<file path="config.mk">
export PLATFORM = sky130hd
export DESIGN_NAME = operand_fetch_seq_flat
export DESIGN_NICKNAME = d
export VERILOG_FILES = /design/src/rtl/operand_fetch_seq_if.sv /design/src/rtl/operand_fetch_seq.sv /design/src/flat_wrapper.sv
export SDC_FILE = /design/constraint.sdc
export NUM_CORES = 1
export LEC_CHECK = 0
export ABC_AREA = 1
export CAP_MARGIN = 20
export CORE_ASPECT_RATIO = 1.75
export CORE_MARGIN = 10
export CORE_UTILIZATION = 25
export CTS_BUF_LIST = sky130_fd_sc_hd__clkbuf_8
export DETAILED_ROUTE_END_ITERATION = 12
export PLACE_DENSITY = 0.5
export SLEW_MARGIN = 20
export SYNTH_ARGS = -nofsm -noshare
export SYNTH_HDL_FRONTEND = slang
export SYNTH_SLANG_ARGS = --single-unit
</file>
<file path="constraint.sdc">
create_clock -name i_clk -period 4.6 [get_ports i_clk]
set_input_delay 0.46 -clock i_clk [delete_from_list [all_inputs] [get_ports i_clk]]
set_output_delay 0.46 -clock i_clk [all_outputs]
set_load 0.005 [all_outputs]
</file>
<file path="src/rtl/operand_fetch_seq_if.sv">
// operand_fetch_seq_if: decode-side start/operand signals and the
// shared 8-bit memory bus, grouped for the operand fetch sequencer.
interface operand_fetch_seq_if #(
  parameter int ADDR_W = 16,
  parameter int DATA_W = 8
);
  logic              i_start;
  logic [2:0]        i_mode;
  logic [ADDR_W-1:0] i_pc;
  logic [DATA_W-1:0] i_x;
  logic [DATA_W-1:0] i_y;
  logic [DATA_W-1:0] i_rdata;
  logic [ADDR_W-1:0] o_addr;
  logic              o_rd;
  logic              o_pc_inc;
  logic [DATA_W-1:0] o_operand;
  logic [ADDR_W-1:0] o_eff_addr;
  logic              o_page_cross;
  logic              o_busy;
  logic              o_done;

  modport master (
    output i_start, i_mode, i_pc, i_x, i_y, i_rdata,
    input  o_addr, o_rd, o_pc_inc, o_operand,
    input  o_eff_addr, o_page_cross, o_busy, o_done
  );

  modport slave (
    input  i_start, i_mode, i_pc, i_x, i_y, i_rdata,
    output o_addr, o_rd, o_pc_inc, o_operand,
    output o_eff_addr, o_page_cross, o_busy, o_done
  );
endinterface

</file>
<file path="src/rtl/operand_fetch_seq.sv">
// operand_fetch_seq: 6502 operand fetch / effective address sequencer.
// Optional macro OFS_PAGE_CROSS_CYCLE_EN adds the ABX/ABY page-fix cycle.
module operand_fetch_seq #(
  parameter int ADDR_W = 16,
  parameter int DATA_W = 8
) (
  input logic              i_clk,
  input logic              i_rst,
  operand_fetch_seq_if.slave bus
);

  localparam int HW = ADDR_W - DATA_W;

  typedef enum logic [2:0] {
    S_IDLE, S_FETCH_LO, S_FETCH_HI, S_INDEX,
    S_FIX_HI, S_READ_OP, S_DONE
  } state_t;

  typedef enum logic [2:0] {
    M_IMM, M_ZP, M_ZPX, M_ABS,
    M_ABX, M_ABY, M_ZPY, M_IMP
  } mode_t;

  state_t            state_q, state_d;
  mode_t             mode_q, mode_d;
  logic [ADDR_W-1:0] pc_q, pc_d;
  logic [DATA_W-1:0] x_q, x_d;
  logic [DATA_W-1:0] y_q, y_d;
  logic [DATA_W-1:0] lo_q, lo_d;
  logic [DATA_W-1:0] hi_q, hi_d;
  logic [DATA_W-1:0] op_q, op_d;
  logic [ADDR_W-1:0] eff_q, eff_d;
  logic              pg_q, pg_d;
  logic [ADDR_W-1:0] addr_q, addr_d;

  logic [ADDR_W-1:0] addr;
  logic              rd;
  logic              pc_inc;
  logic [DATA_W-1:0] idx;
  logic [DATA_W:0]   sum;

  // Y indexes ABY/ZPY, X everything else; low-byte add keeps its carry
  always_comb begin
    idx = ((mode_q == M_ABY) || (mode_q == M_ZPY)) ? y_q : x_q;
    sum = {1'b0, lo_q} + {1'b0, idx};
  end

  // Next-state, bus cycle and datapath update
  always_comb begin
    state_d = state_q;
    mode_d  = mode_q;
    pc_d    = pc_q;
    x_d     = x_q;
    y_d     = y_q;
    lo_d    = lo_q;
    hi_d    = hi_q;
    op_d    = op_q;
    eff_d   = eff_q;
    pg_d    = pg_q;
    rd      = 1'b0;
    pc_inc  = 1'b0;
    addr    = addr_q;
    unique case (state_q)
      S_IDLE: begin
        if (bus.i_start) begin
          mode_d = mode_t'(bus.i_mode);
          pc_d   = bus.i_pc;
          x_d    = bus.i_x;
          y_d    = bus.i_y;
          pg_d   = 1'b0;
          if (mode_t'(bus.i_mode) == M_IMP) begin
            op_d    = '0;
            eff_d   = '0;
            state_d = S_DONE;
          end else begin
            state_d = S_FETCH_LO;
          end
        end
      end
      S_FETCH_LO: begin
        rd     = 1'b1;
        pc_inc = 1'b1;
        addr   = pc_q;
        lo_d   = bus.i_rdata;
        unique case (mode_q)
          M_IMM: begin
            op_d    = bus.i_rdata;
            eff_d   = pc_q;
            state_d = S_DONE;
          end
          M_ZP: begin
            eff_d   = {{HW{1'b0}}, bus.i_rdata};
            state_d = S_READ_OP;
          end
          M_ZPX, M_ZPY: state_d = S_INDEX;
          default:      state_d = S_FETCH_HI;
        endcase
      end
      S_FETCH_HI: begin
        rd     = 1'b1;
        pc_inc = 1'b1;
        addr   = pc_q + ADDR_W'(1);
        hi_d   = bus.i_rdata;
        if (mode_q == M_ABS) begin
          eff_d   = {bus.i_rdata, lo_q};
          state_d = S_READ_OP;
        end else begin
          eff_d = {bus.i_rdata, lo_q} + {{HW{1'b0}}, idx};
          pg_d  = sum[DATA_W];
`ifdef OFS_PAGE_CROSS_CYCLE_EN
          state_d = sum[DATA_W] ? S_FIX_HI : S_READ_OP;
`else
          state_d = S_READ_OP;
`endif
        end
      end
      S_INDEX: begin
        rd      = 1'b1;
        addr    = {{HW{1'b0}}, lo_q};
        eff_d   = {{HW{1'b0}}, sum[DATA_W-1:0]};
        state_d = S_READ_OP;
      end
      S_FIX_HI: begin
        rd      = 1'b1;
        addr    = {hi_q, eff_q[DATA_W-1:0]};
        state_d = S_READ_OP;
      end
      S_READ_OP: begin
        rd      = 1'b1;
        addr    = eff_q;
        op_d    = bus.i_rdata;
        state_d = S_DONE;
      end
      S_DONE:  state_d = S_IDLE;
      default: state_d = S_IDLE;
    endcase
    addr_d = addr;
  end

  // State and datapath registers
  always_ff @(posedge i_clk or posedge i_rst) begin
    if (i_rst) begin
      state_q <= S_IDLE;
      mode_q  <= M_IMM;
      pc_q    <= '0;
      x_q     <= '0;
      y_q     <= '0;
      lo_q    <= '0;
      hi_q    <= '0;
      op_q    <= '0;
      eff_q   <= '0;
      pg_q    <= 1'b0;
      addr_q  <= '0;
    end else begin
      state_q <= state_d;
      mode_q  <= mode_d;
      pc_q    <= pc_d;
      x_q     <= x_d;
      y_q     <= y_d;
      lo_q    <= lo_d;
      hi_q    <= hi_d;
      op_q    <= op_d;
      eff_q   <= eff_d;
      pg_q    <= pg_d;
      addr_q  <= addr_d;
    end
  end

  // Bus and status outputs
  always_comb begin
    bus.o_addr       = addr;
    bus.o_rd         = rd;
    bus.o_pc_inc     = pc_inc;
    bus.o_operand    = op_q;
    bus.o_eff_addr   = eff_q;
    bus.o_page_cross = pg_q;
    bus.o_busy       = (state_q != S_IDLE);
    bus.o_done       = (state_q == S_DONE);
  end

endmodule

</file>
<file path="src/flat_wrapper.sv">
// flat-port wrapper written by rule: the top's interface ports become plain ports
module operand_fetch_seq_flat 
#(
  parameter int ADDR_W = 16,
  parameter int DATA_W = 8
)
  (i_clk, i_rst, bus_i_start, bus_i_mode, bus_i_pc, bus_i_x, bus_i_y, bus_i_rdata, bus_o_addr, bus_o_rd, bus_o_pc_inc, bus_o_operand, bus_o_eff_addr, bus_o_page_cross, bus_o_busy, bus_o_done);
  operand_fetch_seq_if #(.ADDR_W(ADDR_W), .DATA_W(DATA_W)) bus_i ();
  input logic i_clk;
  input logic i_rst;
  input wire logic [$bits(bus_i.i_start)-1:0] bus_i_start;
  input wire logic [$bits(bus_i.i_mode)-1:0] bus_i_mode;
  input wire logic [$bits(bus_i.i_pc)-1:0] bus_i_pc;
  input wire logic [$bits(bus_i.i_x)-1:0] bus_i_x;
  input wire logic [$bits(bus_i.i_y)-1:0] bus_i_y;
  input wire logic [$bits(bus_i.i_rdata)-1:0] bus_i_rdata;
  output wire logic [$bits(bus_i.o_addr)-1:0] bus_o_addr;
  output wire logic [$bits(bus_i.o_rd)-1:0] bus_o_rd;
  output wire logic [$bits(bus_i.o_pc_inc)-1:0] bus_o_pc_inc;
  output wire logic [$bits(bus_i.o_operand)-1:0] bus_o_operand;
  output wire logic [$bits(bus_i.o_eff_addr)-1:0] bus_o_eff_addr;
  output wire logic [$bits(bus_i.o_page_cross)-1:0] bus_o_page_cross;
  output wire logic [$bits(bus_i.o_busy)-1:0] bus_o_busy;
  output wire logic [$bits(bus_i.o_done)-1:0] bus_o_done;
  assign bus_i.i_start = bus_i_start;
  assign bus_i.i_mode = bus_i_mode;
  assign bus_i.i_pc = bus_i_pc;
  assign bus_i.i_x = bus_i_x;
  assign bus_i.i_y = bus_i_y;
  assign bus_i.i_rdata = bus_i_rdata;
  assign bus_o_addr = bus_i.o_addr;
  assign bus_o_rd = bus_i.o_rd;
  assign bus_o_pc_inc = bus_i.o_pc_inc;
  assign bus_o_operand = bus_i.o_operand;
  assign bus_o_eff_addr = bus_i.o_eff_addr;
  assign bus_o_page_cross = bus_i.o_page_cross;
  assign bus_o_busy = bus_i.o_busy;
  assign bus_o_done = bus_i.o_done;
  operand_fetch_seq #(.ADDR_W(ADDR_W), .DATA_W(DATA_W)) u_core (.i_clk(i_clk), .i_rst(i_rst), .bus(bus_i));
endmodule
</file>
## Word level (Yosys, flattened, before mapping)

Index checks and enable logic that the tools add are counted.

- Logic and storage cells: 66
- Flip-flop bits (word level): 95
- Output and inout port bits: 45

- Add/subtract/negate cells: 3
- Reductions and logical operators: 15
- Multiplexer cells: 20
- Equal/unequal tests: 17

Operator list:

| cell | count |
|---|---|
| $pmux 16 s5 | 1 |
| $pmux 16 s4 | 1 |
| $mux 16 | 3 |
| $mux 8 | 4 |
| $pmux 16 s2 | 1 |
| $pmux 8 s3 | 1 |
| $eq 3x3->1 const B | 6 |
| $add 16x1->16 const B | 1 |
| $add 16x8->16 | 1 |
| $eq 3x2->1 const B | 4 |
| $pmux 3 s4 | 1 |
| $add 8x8->9 | 1 |
| $pmux 3 s3 | 1 |
| $reduce_and 4->1 | 2 |
| $eq 3x1->1 const B | 2 |
| $logic_not 3->1 | 2 |
| $mux 3 | 2 |
| $reduce_bool 3->1 | 2 |
| $reduce_or 5->1 | 1 |
| $mux 1 | 4 |
| $ne 2x1->1 const B | 2 |
| $ne 2x2->1 const B | 2 |
| $reduce_bool 4->1 | 1 |
| $reduce_or 2->1 | 2 |
| 7 further kinds | 7 |

## Depth between registers and ports, before layout

- Depth in word-level cells: 6
- Mapped depth: 17

## Least setup slack after synthesis

No wires, ideal clock.

- Path type: reg2reg
- Start: reg u_core.mode_q[0]
- End: reg u_core.eff_q[8] (netlist: u_core.bus.o_eff_addr[8])
- Required time: 4.477 ns
- Stages on the path, launching flop included: 17
- Setup slack: 2.144 ns
- Period minus slack after synthesis: 2.456 ns
- Setup time: 0.123 ns
- Arrival: 2.333 ns
- Cell sequence: dfrtp_1 or2_2 nand3_1 clkbuf_1 o21ai_0 ha_1 inv_1 fa_1 inv_1 nand3_1 nand3_1 nand2_1 nand2_1 nand2_1 o21ai_0 o21ai_0 nand2_1

- Word-level cells in the longest chain between the ends: 6
- Elaborated cells between the ends (all ways): 13

RTL lines:

| what | RTL line | RTL |
|---|---|---|
| start, declared | operand_fetch_seq.sv:25 | `mode_t mode_q, mode_d;` |
| start signal, assigned | operand_fetch_seq.sv:156 | `mode_q <= mode_d;` |
| $eq 3x3->1 | operand_fetch_seq.sv:44 | `idx = ((mode_q == M_ABY) \|\| (mode_q == M_ZPY)) ? y_q : x_q;` |
| $logic_or 1x1->1 | operand_fetch_seq.sv:44 |  |
| $mux 8 | operand_fetch_seq.sv:44 |  |
| $add 16x8->16 | operand_fetch_seq.sv:108 | `eff_d = {bus.i_rdata, lo_q} + {{HW{1'b0}}, idx};` |
| $mux 16 | operand_fetch_seq.sv:104 | `if (mode_q == M_ABS) begin` |
| $pmux 16 s4 | operand_fetch_seq.sv:63 | `unique case (state_q)` |
| end signal, assigned | operand_fetch_seq.sv:151 | `eff_q <= '0;` |
| end signal, assigned | operand_fetch_seq.sv:163 | `eff_q <= eff_d;` |
| end, declared | operand_fetch_seq.sv:32 | `logic [ADDR_W-1:0] eff_q, eff_d;` |

Several ways; a longest one is shown, not always the timed one.
A chain may end at the register's enable or synchronous reset.

## Worst setup path after layout

- Start: reg u_core.state_q[0]
- End: out bus_o_addr[9]

- Word-level cells in the longest chain between the ends: 2
- Elaborated cells between the ends (all ways): 6

RTL lines:

| what | RTL line | RTL |
|---|---|---|
| start, declared | operand_fetch_seq.sv:24 | `state_t state_q, state_d;` |
| start signal, assigned | operand_fetch_seq.sv:155 | `state_q <= state_d;` |
| $eq 3x3->1, or another cell as far along | operand_fetch_seq.sv:63 |  |
| $pmux 16 s5 (*) | operand_fetch_seq.sv:63 |  |
| end, declared | flat_wrapper.sv:17 | `output wire logic [$bits(bus_i.o_addr)-1:0] bus_o_addr;` |

Every way passes the cells marked *; elsewhere a longest branch is shown, timed or not.

==> impl_metrics.json <==
{
  "worstMarginPinSlew_ps": 859,
  "hp-class": "register to register",
  "syn-cell-area_mm2": 0.00549,
  "synth_enable_flop_cells": 0,
  "initial_core_util_pct": 25.4,
  "crit_slowest_cell": "clkdlybuf4s50_1",
  "viasPerCell": 4.81,
  "hold_viol_final": 0,
  "grt_pass1_vias": 5481,
  "pre_cts_ws_ps": 1580,
  "worstSetupPathType": "register to output pin",
  "grt_pass1_wl_um": 32000,
  "worstSetupStartpointType": "register",
  "holdWs_ps": 506,
  "slowest_delay_ps": 560,
  "portBuffers": 90,
  "final.fill_count": 2363,
  "worstHoldStart": "u_core.bus.o_operand[2]$_DFFE_PP0P_",
  "dp.cells": 1091,
  "power.leakage_nw": 3.18,
  "synth.area.top_cells": "dfrtp_1, nand2_1, nor2_1",
  "finalSetupViolCount": 0,
  "synth_top_area_share_pct": 43.3,
  "cts-resized-gates": 0,
  "async_flop_share_pct": 100,
  "ys_ff_latch": 95,
  "h-tree-depth": 3,
  "area_growth_pct": 25.1,
  "outcome": "finished, final reports clean",
  "crit_path_cell_trace": "nand2_4, nor2_2, inv_2, o22ai_1, a211oi_1, a21oi_1, clkdlybuf4s50_1",
  "post-route-period-util_pct": 75.1,
  "overflow": 0,
  "worstPathMaxFanout": 30,
  "startpoint": "u_core.state_q[0]$_DFFE_PP0N_",
  "period_needed_ps": 3450,
  "rows": 71,
  "clkTransAtPathRegs_ps": 90,
  "crit_required_ps": 4140,
  "final_nets": 869,
  "ant_nets": 0,
  "clockBufferDepth": 2,
  "finalClockSkew_ps": 20.7,
  "track_usage_pct": 14.6,
  "grt_antenna_before_repair": 0,
  "cts_tree": "done",
  "fp.coreArea_mm2": 0.0216,
  "drcViolationCount": 0,
  "hpwl_um": 16300,
  "cts_sinks": 95,
  "ys.flop_type": "dfrtp_1",
  "cp.arrival_ps": 2990,
  "post_cts_buffers": 0,
  "drt_pass1_iterations": 5,
  "endpoint_kind": "output pin",
  "io_pins": 91,
  "synth.largest_area_cell": "dfrtp_1",
  "fp.dieH_um": 216,
  "drive_above_1_share_pct": 7.98,
  "setup_ws_ps": 1150,
  "yosysMostFrequentCell": "nand2_1",
  "vias": 5320,
  "netlist_top_cells_count": "nand2_1, dfrtp_1, nor2_1",
  "slew_headroom_pct": 42.8,
  "drt_iter0_markers": 326,
  "n_antenna_cell": 0,
  "ys.warnings.count": 0,
  "yosysSeqAreaShare_pct": 43.3,
  "maxCapViolations": 0,
  "rr_startpoint": "u_core.mode_q[1]$_DFFE_PP0P_",
  "finalWirelength_um": 20800,
  "syn_avg_cell_area_um2": 7.56,
  "insertion_delay_ps": 410,
  "fin_setup_tns_ps": 0,
  "fmax_ghz": 0.289,
  "powerDensity_mw_per_mm2": 779,
  "rsz0062_at_grt": "false",
  "syn-instance-count": 727,
  "cts_buffers": 9,
  "die_x_um": 132,
  "design.die.area_mm2": 0.0285,
  "vdd_ir_drop_max_uv": 183,
  "synth_nets": 786,
  "wl_per_cell_um": 18.8,
  "final_util_pct": 31.8,
  "synth_cell_types": 39,
  "grt_max_degree": 67,
  "cts-root-buf": "clkbuf_8",
  "final_cells": 1107,
  "final_max_slew_viol_count": 0,
  "holdBufCountCts": 0,
  "gp_congestion": 0.862
}
## cells by family after synthesis
| logic type | count (synthesis) | synth area share, % |
|---|---|---|
| AND/OR/NAND/NOR | 371 | 29.4 |
| AO/OA/AOI/OAI | 134 | 14.1 |
| buffers and inverters | 102 | 7.65 |
| flip-flops | 95 | 43.3 |
| adder cells (fa/ha/maj) | 13 | 3.10 |
| multiplexers | 11 | 2.26 |
| XOR/XNOR | 1 | 0.159 |
## worst max-delay path: cells and delay by family (launching register included)
family                 cells  cell delay [ps]
and+or+nand+nor            2              600
DFF                        1              540
buffers and inverters      2              950
AOI/OAI and AO/OA          3              490
## metal layers
metal,vias up,track usage [%],wire length (um)
met5,-,0,0
met4,0,8.30,926
met3,46,2.62,774
met2,140,28.2,11900
met1,2573,13.9,7270
li1,2561,-,-
## layout make-up
cell class	instances	area, um^2	share of cell area, %
flip-flops and latches	95	2380	34.6
clock inverters	7	72.6	1.06
multi-input cells	530	2700	39.3
inverters	81	307	4.46
repair buffers	93	923	13.4
well taps	292	365	5.32
clock buffers	9	124	1.80
## per-stage QoR
| stage | total power [mW] | instance area [um^2] |
|---|---|---|
| 2_1_floorplan | 3.45 | 5490 |
| 3_3_place_gp | 4.78 | 6670 |
| 3_5_place_dp | 4.79 | 6670 |
| 4_1_cts | 5.40 | 6860 |
| 5_1_grt | 5.79 | 6870 |
| 6_report | 5.35 | 6870 |
## report_power, final
group	total [mW]	internal (mW)	switching, mW
logic	3.20	1.23	1.97
clock network	0.597	0.254	0.343
registers	1.55	1.21	0.348
## worst paths after layout
kind | to | slack [ps] | cells after the start
setup / recovery | bus_o_addr[9] | 1150 | 7
hold / removal | u_core.bus.o_operand[2]$_DFFE_PP0P_ | 510 | 2
setup reg to reg | u_core.bus.o_eff_addr[8]$_DFFE_PP0P_ | 1620 | 15
hold reg to reg | u_core.bus.o_operand[2]$_DFFE_PP0P_ | 510 | 2
max in group asynchronous | u_core.addr_q[1]$_DFF_PP0_ | 3040 | 3
min in group asynchronous | u_core.hi_q[2]$_DFFE_PP0P_ | 580 | 2
## state kept, by name, indices dropped and copies added, names as in the netlist
signal and flops:
u_core.state_q 3, u_core.mode_q 3, u_core.bus.o_operand 8, u_core.addr_q 16, u_core.hi_q 8, u_core.pc_q 16
u_core.bus.o_eff_addr 16, u_core.bus.o_page_cross 1, u_core.y_q 8, u_core.x_q 8, u_core.lo_q 8
## layout by cell type (no fill, tap or decap), drive strengths merged
cell type and instances:
a211oi 4, a21oi 51, a22oi 3, a31oi 3, a32oi 1, and2 1
buf 3, bufinv 1, clkbuf 9, clkdlybuf4s50 90, clkinv 3, clkinvlp 1
dfrtp 95, fa 1, ha 12, inv 83, mux2 11, nand2 206
nand3 47, nand3b 2, nand4 11, nor2 89, nor3 10, nor4 1
o2111ai 4, o211ai 8, o21ai 40, o21bai 5, o22ai 9, o31ai 6
or2 4, xor2 1
Note: power is estimated with default switching activity, not from simulation.
